File: src/rtl/midi_uart_rx.sv
// rtl/midi_uart_rx.sv - MIDI 8N1 serial receiver with framing-error detection
// Optional MIDI_RX_MAJORITY_VOTE_EN: 3-sample majority vote at each sample point.
module midi_uart_rx #(
  parameter int CLKS_PER_BIT = 384
) (
  input  logic       clk,
  input  logic       rst,
  input  logic       rx_in,
  output logic [7:0] data_out,
  output logic       valid_out,
  output logic       frame_err,
  output logic       busy
);

  localparam int HALF = CLKS_PER_BIT >> 1;
  localparam int CW   = $clog2(CLKS_PER_BIT);
  localparam logic [CW-1:0] HALF_LAST = CW'(HALF - 1);
  localparam logic [CW-1:0] BIT_LAST  = CW'(CLKS_PER_BIT - 1);

  typedef enum logic [2:0] {
    IDLE,
    START,
    DATA,
    STOP,
    BREAK
  } state_t;

  state_t        state, state_n;
  logic [CW-1:0] cnt;
  logic [2:0]    bit_idx;
  logic [7:0]    shreg;
  logic          sample;
  logic          sample_pt;

`ifdef MIDI_RX_MAJORITY_VOTE_EN
  logic [1:0] hist;

  // Idle-high history so the first start bit after reset is not biased.
  always_ff @(posedge clk or posedge rst) begin
    if (rst) hist <= 2'b11;
    else     hist <= {hist[0], rx_in};
  end

  assign sample = (rx_in & hist[0]) | (rx_in & hist[1]) | (hist[0] & hist[1]);
`else
  assign sample = rx_in;
`endif

  assign sample_pt = ((state == START) && (cnt == HALF_LAST)) ||
                     (((state == DATA) || (state == STOP)) && (cnt == BIT_LAST));

  assign busy = (state != IDLE);

  always_comb begin
    state_n = state;
    case (state)
      IDLE:    if (!rx_in) state_n = START;
      START:   if (sample_pt) state_n = sample ? IDLE : DATA;
      DATA:    if (sample_pt && (bit_idx == 3'd7)) state_n = STOP;
      STOP:    if (sample_pt) state_n = sample ? IDLE : BREAK;
      BREAK:   if (rx_in) state_n = IDLE;
      default: state_n = IDLE;
    endcase
  end

  always_ff @(posedge clk or posedge rst) begin
    if (rst) state <= IDLE;
    else     state <= state_n;
  end

  // Counter is held at zero outside the timed states so it never wraps mid-bit.
  always_ff @(posedge clk or posedge rst) begin
    if (rst) begin
      cnt <= '0;
    end else if ((state == IDLE) || (state == BREAK) || sample_pt) begin
      cnt <= '0;
    end else begin
      cnt <= cnt + 1'b1;
    end
  end

  always_ff @(posedge clk or posedge rst) begin
    if (rst) begin
      bit_idx   <= 3'd0;
      shreg     <= 8'h00;
      data_out  <= 8'h00;
      valid_out <= 1'b0;
      frame_err <= 1'b0;
    end else begin
      valid_out <= 1'b0;
      frame_err <= 1'b0;
      if (sample_pt) begin
        case (state)
          START: bit_idx <= 3'd0;
          DATA: begin
            shreg   <= {sample, shreg[7:1]};
            bit_idx <= bit_idx + 3'd1;
          end
          STOP: begin
            if (sample) begin
              data_out  <= shreg;
              valid_out <= 1'b1;
            end else begin
              frame_err <= 1'b1;
            end
          end
          default: ;
        endcase
      end
    end
  end

endmodule

File: config.mk
export PLATFORM = sky130hd
export DESIGN_NAME = midi_uart_rx
export DESIGN_NICKNAME = d
export VERILOG_FILES = /design/src/rtl/midi_uart_rx.sv
export SDC_FILE = /design/constraint.sdc
export NUM_CORES = 1
export LEC_CHECK = 0
export CAP_MARGIN = 10
export CORE_ASPECT_RATIO = 1.5
export CORE_MARGIN = 1
export CORE_UTILIZATION = 50
export DETAILED_ROUTE_END_ITERATION = 6
export PLACE_DENSITY = 0.71
export SLEW_MARGIN = 20
export SYNTH_ARGS = -nofsm -noshare
export SYNTH_HDL_FRONTEND = slang
export SYNTH_SLANG_ARGS = --single-unit
export TNS_END_PERCENT = 100
File: constraint.sdc
create_clock -name clk -period 2.05 [get_ports clk]
set_input_delay 0.41 -clock clk [delete_from_list [all_inputs] [get_ports clk]]
set_output_delay 0.41 -clock clk [all_outputs]
set_load 0.005 [all_outputs]
==> implementation parameters, run 1 <==
Parameter                              Value

Yosys
  Share of synthesized cell area in full adder, half adder and majority cells ... 0.02400
  Fraction of synthesized area in multiplexers ... 0.1216
  Synthesis warning total ... 0
  Predominant post-synthesis flop cell ... sky130_fd_sc_hd__dfrtp_1
  Synthesized area per cell ... 11.85 um2
  Number of standard cells after synthesis ... 132
  Share of synthesized registers carrying an async set or reset ... 1.000
  Xor-xnor portion of the synthesized cell area ... 0.01680
  Largest family of logic cells by synthesized area ... simple AND/OR/NAND/NOR gates
  Synthesized cell area ... 1564 um2
  Basic-gate share of the synthesized area counting and, or, nand and nor cells ... 0.2040
  Compound-Gate Fraction of Synth Area ... 0.07760
  Number of distinct library cells after synthesis ... 41
  Number of enable flip-flop cells after synthesis ... 0
  Flops & latches, synth ... 33
  Synthesized Nets ... 138
  Fraction of the yosys area taken by sequential cells ... 0.5280

Worst setup path
  Type of destination of the critical path ... flop
  Cell type of the slowest stage on the worst timing path ... sky130_fd_sc_hd__dfrtp_1
  CP Data Arrival Time ... 2.08 ns
  Worst r2r src ... cnt[6]
  Stage delay of the slowest cell on the critical path ... 0.46 ns
  Data required time of the critical path ... between 2 and 2.5 ns
  Crit Path Max Fanout ... 8
  Worst setup SP type ... flop
  Kind of cell adding the most delay to the critical path ... simple AND/OR/NAND/NOR gates
  Worst setup path startpoint ... cnt[6]
  Classification of the worst setup path ... reg -> reg
  Worst path buffer plus inverter count ... 1
  Cell breakdown of the critical path ... nor4b_2 > a21oi_2 > nor4_4 > buf_4 > mux2_2

Placement
  Routability congestion estimate from global placement ... about 0.91
  Half-perimeter wire length of the detailed placement result ... 2114 um
  Number of port buffers ... 13
  Worst Setup Slack post-DPL ... 0.1280 ns

Detailed routing
  Mean number of vias per cell ... around 5.6
  Total wire length ... 2961 um
  Total number of vias ... 1096
  Number of iterations in the first detailed-routing pass ... 5
  Iter 0 DRT Violations ... 20
  Detail Route Antenna Nets ... 0
  Post-route DRC violation count ... 0
  Wirelength per Cell ... approximately 15 um

Global routing
  Via count of the first global-routing pass ... between 1000 and 1500
  GRT Total Usage ... 0.2127
  Total overflow reported by the global router ... 0
  Largest net degree at the start of global routing ... 34
  Wire length of the first global-routing pass ... 5002 um
  Initial antenna violation count ... 0

Timing
  Worst rel slew slack ... 0.6652
  Final count of pins violating max slew ... 0
  Final critical path time including I/O delays and setup ... 1.917 ns
  Fmax achieved ... 0.5217 GHz
  Final worst clock skew ... 0.009592 ns
  Final setup margin ... 0.1330 ns
  Setup TNS ... 0 ns
  Setup Viol. Count Final ... 0
  Worst Max-Slew Pin Slew ... 0.5022 ns
  Hold violation total from the final report ... 0
  Part of the cycle the worst path needs ... 0.9351
  Unrepaired setup endpoints after global routing ... false

Floorplanning
  Height of the die ... 70.50 um
  Top-level port count ... 14
  Standard-cell rows ... 24
  Initial cell density of the core ... 0.5315
  Die outline width ... 47.67 um
  Die area ... 3360 um2
  Core area ... a little under 3000 um2

Clock tree
  Num CTS Buffers ... 5
  TritonCTS clock tree ... yes
  Total setup buffers inserted after CTS ... 0
  Resized cells post-CTS ... 0
  Post-CTS clock slew at the launch and capture registers of the worst setup and hold paths ... 0.07 ns
  Root Buffer ... sky130_fd_sc_hd__clkbuf_8
  Maximum root-to-sink buffer count ... 2
  Hold bufs inserted after CTS ... 0
  Sinks on Clock Net ... 33
  Clock insertion delay at the later pin of the skew report ... 0.28 ns
  H-tree Lvls ... 2

Power and ir drop
  Cell Int Power ... 1.077 mW
  Clock Power Share ... 0.305
  Relative contribution of combinational cells to total power ... 0.169
  Total power draw ... 1.541 mW
  Sw frac ... 0.3007
  Static leakage ... 0.8360 nW
  Ratio of total power to cell area ... 818.1 nW/um2
  Part of the total power dissipated in sequential elements ... 0.526
  Peak ir drop on the vdd network ... 646.7 uV
  P_sw ... 0.4633 mW

Layout
  Layout overhead on the synthesized area ... 20.40%
  Number of nets in the final layout ... between 150 and 200
  Fraction of final layout cells with drive strength greater than 1 ... 0.2532
  Number of diodes added for antenna fixing ... 0

Min path
  Startpoint of the lowest-slack hold path ... data_out[2]
  Hold/Removal Path Class ... reg -> reg

Run status
  Result of the run ... complete, no violations

Flow run
  Number of max-cap violations ... 0
-- registers in the layout, summed over array words and instances, names as in the netlist --
| signal | count |
|---|---|
| frame_err | 1 |
| bit_idx | 3 |
| state | 3 |
| data_out | 8 |
| valid_out | 1 |
| cnt | 9 |
| shreg | 8 |
-- final timing paths --
| kind | depth (start not counted) | to | slack (ns) |
|---|---|---|---|
| worst min-delay path | 1 | data_out[2] | 0.50 |
| worst max register to register | 5 | data_out[2] | 0.13 |
| min in group asynchronous | 3 | cnt[4] | 0.51 |
| worst max-delay path | 5 | data_out[2] | 0.13 |
| worst min register to register | 1 | data_out[2] | 0.50 |
| max in group asynchronous | 3 | shreg[0] | 1.25 |
-- per-stage QoR --
step	util	cells	area (um2)	hold slack, ns
4_1_cts	0.6399	197	1883	0.5097
3_3_place_gp	0.6105	189	1797	0.4893
2_1_floorplan	-	132	1564	0.4693
3_5_place_dp	0.6105	189	1797	0.4950
6_report	0.6399	197	1883	0.5031
5_1_grt	0.6399	197	1883	0.5209
-- placed cells by master, fill, tap and decap left out, types with 3 or more instances in the layout --
cell                              Yosys  final
sky130_fd_sc_hd__buf_4                0     10
sky130_fd_sc_hd__a21oi_1              3      3
sky130_fd_sc_hd__clkdlybuf4s50_1      0     13
sky130_fd_sc_hd__nand3_1              6      6
sky130_fd_sc_hd__and3_1               3      3
sky130_fd_sc_hd__clkbuf_8             0      5
sky130_fd_sc_hd__inv_1                6      6
sky130_fd_sc_hd__o21ai_0              3      3
sky130_fd_sc_hd__or4_1                3      3
sky130_fd_sc_hd__mux2_2              15     15
sky130_fd_sc_hd__o211ai_1             4      4
sky130_fd_sc_hd__nor2_1               6      6
sky130_fd_sc_hd__nand2_1              9      9
sky130_fd_sc_hd__ha_1                 3      3
sky130_fd_sc_hd__dfrtp_1             33     33
-- final cells by class --
cell class	count	area, um2
multi-input combinational	88	694.4
clock inverter	3	17.52
sequential	33	825.8
inverter	6	22.52
tap	39	48.80
fill	246	1060
timing repair buffer	23	205.2
clock buffer	5	68.82
-- logic make-up (layout without fill, tap and decap cells) --
kind of cell | after synthesis | count (layout)
adder cells (fa/ha/maj) | 3 | 3
AND/OR/NAND/NOR | 47 | 47
multiplexers | 17 | 17
flip-flops | 33 | 33
buffers and inverters | 11 | 37
XOR/XNOR | 3 | 3
AO/OA/AOI/OAI | 18 | 18
-- power groups by stage --
stage	clock network, mW	logic, mW	registers, mW
after CTS	0.484	0.264	0.807
after global placement	0	0.246	0.814
after detailed placement	0	0.262	0.820
after global routing	0.511	0.294	0.821
after floorplan	0	0.199	0.799
final	0.470	0.260	0.810
-- cell usage after synthesis, drive strengths merged (2+ instances only) --
master	n	area, um2
a211oi	2	15.01
a21oi	4	23.77
a31oi	2	12.51
and3	3	18.77
buf	2	10.01
clkbuf	3	11.26
dfrtp	33	825.8
ha	3	37.54
inv	6	22.52
mux2	16	180.2
nand2	9	33.78
nand2b	2	12.51
nand3	7	40.04
nor2	6	22.52
nor3	3	20.02
nor4	3	33.78
nor4b	2	38.78
o211ai	4	30.03
o21ai	3	15.01
or4	3	22.52
xor2	2	17.52
-- per-layer routing --
layer	share of wire	track usage	up-vias
met5	0	0	-
met4	0.013	0.08333	0
met3	0.031	0.05426	4
met2	0.55	0.3486	19
met1	0.41	0.2574	543
li1	-	-	530
Note: power is estimated with default switching activity, not from simulation.
==> run 2: changes to the inputs <==
--- a/config.mk
+++ b/config.mk
@@ -5,6 +5,7 @@
 export SDC_FILE = /design/constraint.sdc
 export NUM_CORES = 1
 export LEC_CHECK = 0
+export ABC_CLOCK_PERIOD_IN_PS = 2050
 export CAP_MARGIN = 10
 export CORE_ASPECT_RATIO = 1.5
 export CORE_MARGIN = 1
==> results of run 2 <==
Final layout, timing and power as in run 1 (identical DEF).
==> run 3: changes to the inputs <==
--- a/config.mk
+++ b/config.mk
@@ -9,9 +9,10 @@
 export CAP_MARGIN = 10
 export CORE_ASPECT_RATIO = 1.5
 export CORE_MARGIN = 1
-export CORE_UTILIZATION = 50
+export CORE_UTILIZATION = 52
+export CTS_CLUSTER_DIAMETER = 30
 export DETAILED_ROUTE_END_ITERATION = 6
-export PLACE_DENSITY = 0.71
+export PLACE_DENSITY = 0.73
 export SLEW_MARGIN = 20
 export SYNTH_ARGS = -nofsm -noshare
 export SYNTH_HDL_FRONTEND = slang
==> run 3 against run 2 <==
Compared with the run above: final cell count rose by 0.51%; global-route usage rose by 1.8 points; critical path depth did not move; clock-buffer cell count rose by 1; critical path type unchanged; largest cell class unchanged; highest routed layer unchanged.
==> implementation parameters, run 3 (same netlist as run 1, synthesis figures left out) <==
Parameter                              Value

Layout
  Final design instance area without fill ... ~1900 um2
  Max reg flops ... 9
  Leading registers by flop count ... cnt (9), data_out (8), shreg (8)
  Number of nets in the final layout ... 164
  Fraction of final layout cells with drive strength greater than 1 ... 0.2516
  Leading cell type in the layout, fill and taps excluded ... sky130_fd_sc_hd__dfrtp_1
  Layout overhead on the synthesized area ... 20.64%
  Number of diodes added for antenna fixing ... 0
  Finished Layout Cells ... 198
  Highest-count cells in the layout ignoring fill and taps ... sky130_fd_sc_hd__dfrtp_1, sky130_fd_sc_hd__mux2_2, sky130_fd_sc_hd__clkdlybuf4s50_1
  Register containing the most flip-flops in the final layout ... cnt

Min path
  Hold/Removal Path Class ... in -> async

Global routing
  Via count of the first global-routing pass ... 1188
  Largest net degree at the start of global routing ... 34
  Initial antenna violation count ... 0
  Wire length of the first global-routing pass ... 5354 um
  GRT Total Usage ... 0.2309
  Total overflow reported by the global router ... 0

Worst setup path
  Crit Path Max Fanout ... 8
  Worst setup path startpoint ... cnt[6]
  Data required time of the critical path ... about 2.2 ns
  Type of destination of the critical path ... flop
  CP Data Arrival Time ... 2.08 ns
  Classification of the worst setup path ... reg -> reg
  Register-to-register setup slack ... 0.13 ns
  Worst flop-to-flop path endpoint ... data_out[5]
  Worst r2r src ... cnt[6]
  Worst setup SP type ... flop
  Worst setup path end ... data_out[5]
  Cells on worst reg2reg path ... 5

Clock tree
  Clock insertion delay at the later pin of the skew report ... 0.28 ns
  Maximum root-to-sink buffer count ... 2
  Root Buffer ... sky130_fd_sc_hd__clkbuf_8
  TritonCTS clock tree ... yes
  Hold bufs inserted after CTS ... 0
  H-tree Lvls ... 2
  Post-CTS clock slew at the launch and capture registers of the worst setup and hold paths ... 0.06 ns
  Resized cells post-CTS ... 0
  Sinks on Clock Net ... 33
  Total setup buffers inserted after CTS ... 0
  Num CTS Buffers ... 5

Floorplanning
  Top-level port count ... 14
  Die area ... 3236 um2
  Height of the die ... between 60 and 70 um
  Die outline width ... 46.78 um
  Initial cell density of the core ... 0.5425
  Core area ... a little under 3000 um2
  Standard-cell rows ... 24

Placement
  Routability congestion estimate from global placement ... around 0.9
  Number of port buffers ... 13
  Total cell area at the placement stage ... 1804 um2
  Half-perimeter wire length of the detailed placement result ... 2225 um
  Number of cells in the design after placement ... 190

Timing
  Final worst clock skew ... ~0.0054 ns
  Fmax achieved ... roughly 0.52 GHz
  Setup Viol. Count Final ... 0
  Worst rel slew slack ... 0.6828
  Setup TNS ... 0 ns
  Final critical path time including I/O delays and setup ... 1.923 ns
  Worst hold slack ... 0.5050 ns
  Worst Max-Slew Pin Slew ... about 0.48 ns
  Part of the cycle the worst path needs ... 0.9382
  Hold violation total from the final report ... 0
  Unrepaired setup endpoints after global routing ... false
  Final count of pins violating max slew ... 0

Flow run
  Number of max-cap violations ... 0

Detailed routing
  Mean number of vias per cell ... between 5 and 6
  Total number of vias ... 1119
  Total wire length ... roughly 3000 um
  Iter 0 DRT Violations ... 29
  Detail Route Antenna Nets ... 0
  Wirelength per Cell ... 15.19 um
  Post-route DRC violation count ... 0
  Number of iterations in the first detailed-routing pass ... 4

Power and ir drop
  Ratio of total power to cell area ... 812.2 nW/um2
  Static leakage ... between 0.8 and 0.9 nW
  Peak ir drop on the vdd network ... 569.8 uV

Run status
  Result of the run ... complete, no violations
==> run 3: cell count changes in the layout (fill, tap and decap cells not counted), sizes merged <==
cell,previous run,this run
clkinvlp,1,0
clkbuf,5,6
buf,10,11
==> run 3: area by class of cell <==
type / count / area [um2]
fillers: 240 / 996.0
flip-flops and latches: 33 / 825.8
multi-input cells: 88 / 694.4
repair buffers: 24 / 212.7
clock buffers: 6 / 72.57
well taps: 39 / 48.80
inverters: 6 / 22.52
clock inverters: 2 / 10.01
==> run 3: through the flow <==
stage	utilization	setup WS, ns	power [mW]
2_1_floorplan	-	0.2371	0.9979
3_3_place_gp	0.6259	0.1637	1.067
3_5_place_dp	0.6259	0.1385	1.088
4_1_cts	0.6545	0.1176	1.548
5_1_grt	0.6545	0.01088	1.630
6_report	0.6545	0.1266	1.532
==> run 3: how the worst min path moves through the flow <==
stage,end,slack [ns],cells after the start
2_1_floorplan,shreg[7],0.47,1
3_3_place_gp,data_out[3],0.49,1
3_5_place_dp,data_out[1],0.49,1
4_1_cts,data_out[3],0.51,1
5_1_grt,data_out[2],0.52,1
6_report,cnt[5],0.51,3
==> run 3: power by group <==
| group | total [mW] | switching, mW | internal (mW) |
|---|---|---|---|
| Combinational | 0.274 | 0.150 | 0.124 |
| Clock | 0.454 | 0.219 | 0.235 |
| Sequential | 0.804 | 0.0811 | 0.723 |
==> run 3: per-layer routing <==
| metal | global-route usage | part of all wire | vias to the layer above |
|---|---|---|---|
| met2 | 0.3688 | 0.56 | 18 |
| met4 | 0.1079 | 0.033 | 0 |
| li1 | - | - | 538 |
| met3 | 0.06021 | 0.032 | 10 |
| met1 | 0.2778 | 0.37 | 553 |
| met5 | 0 | 0 | - |
==> run 3: critical path, stage by stage, from the launching register on <==
cell and delay, ns:
sky130_fd_sc_hd__dfrtp_1 0.45, sky130_fd_sc_hd__nor4b_2 0.32, sky130_fd_sc_hd__a21oi_2 0.19, sky130_fd_sc_hd__nor4_4 0.27, sky130_fd_sc_hd__buf_4 0.22, sky130_fd_sc_hd__mux2_2 0.35
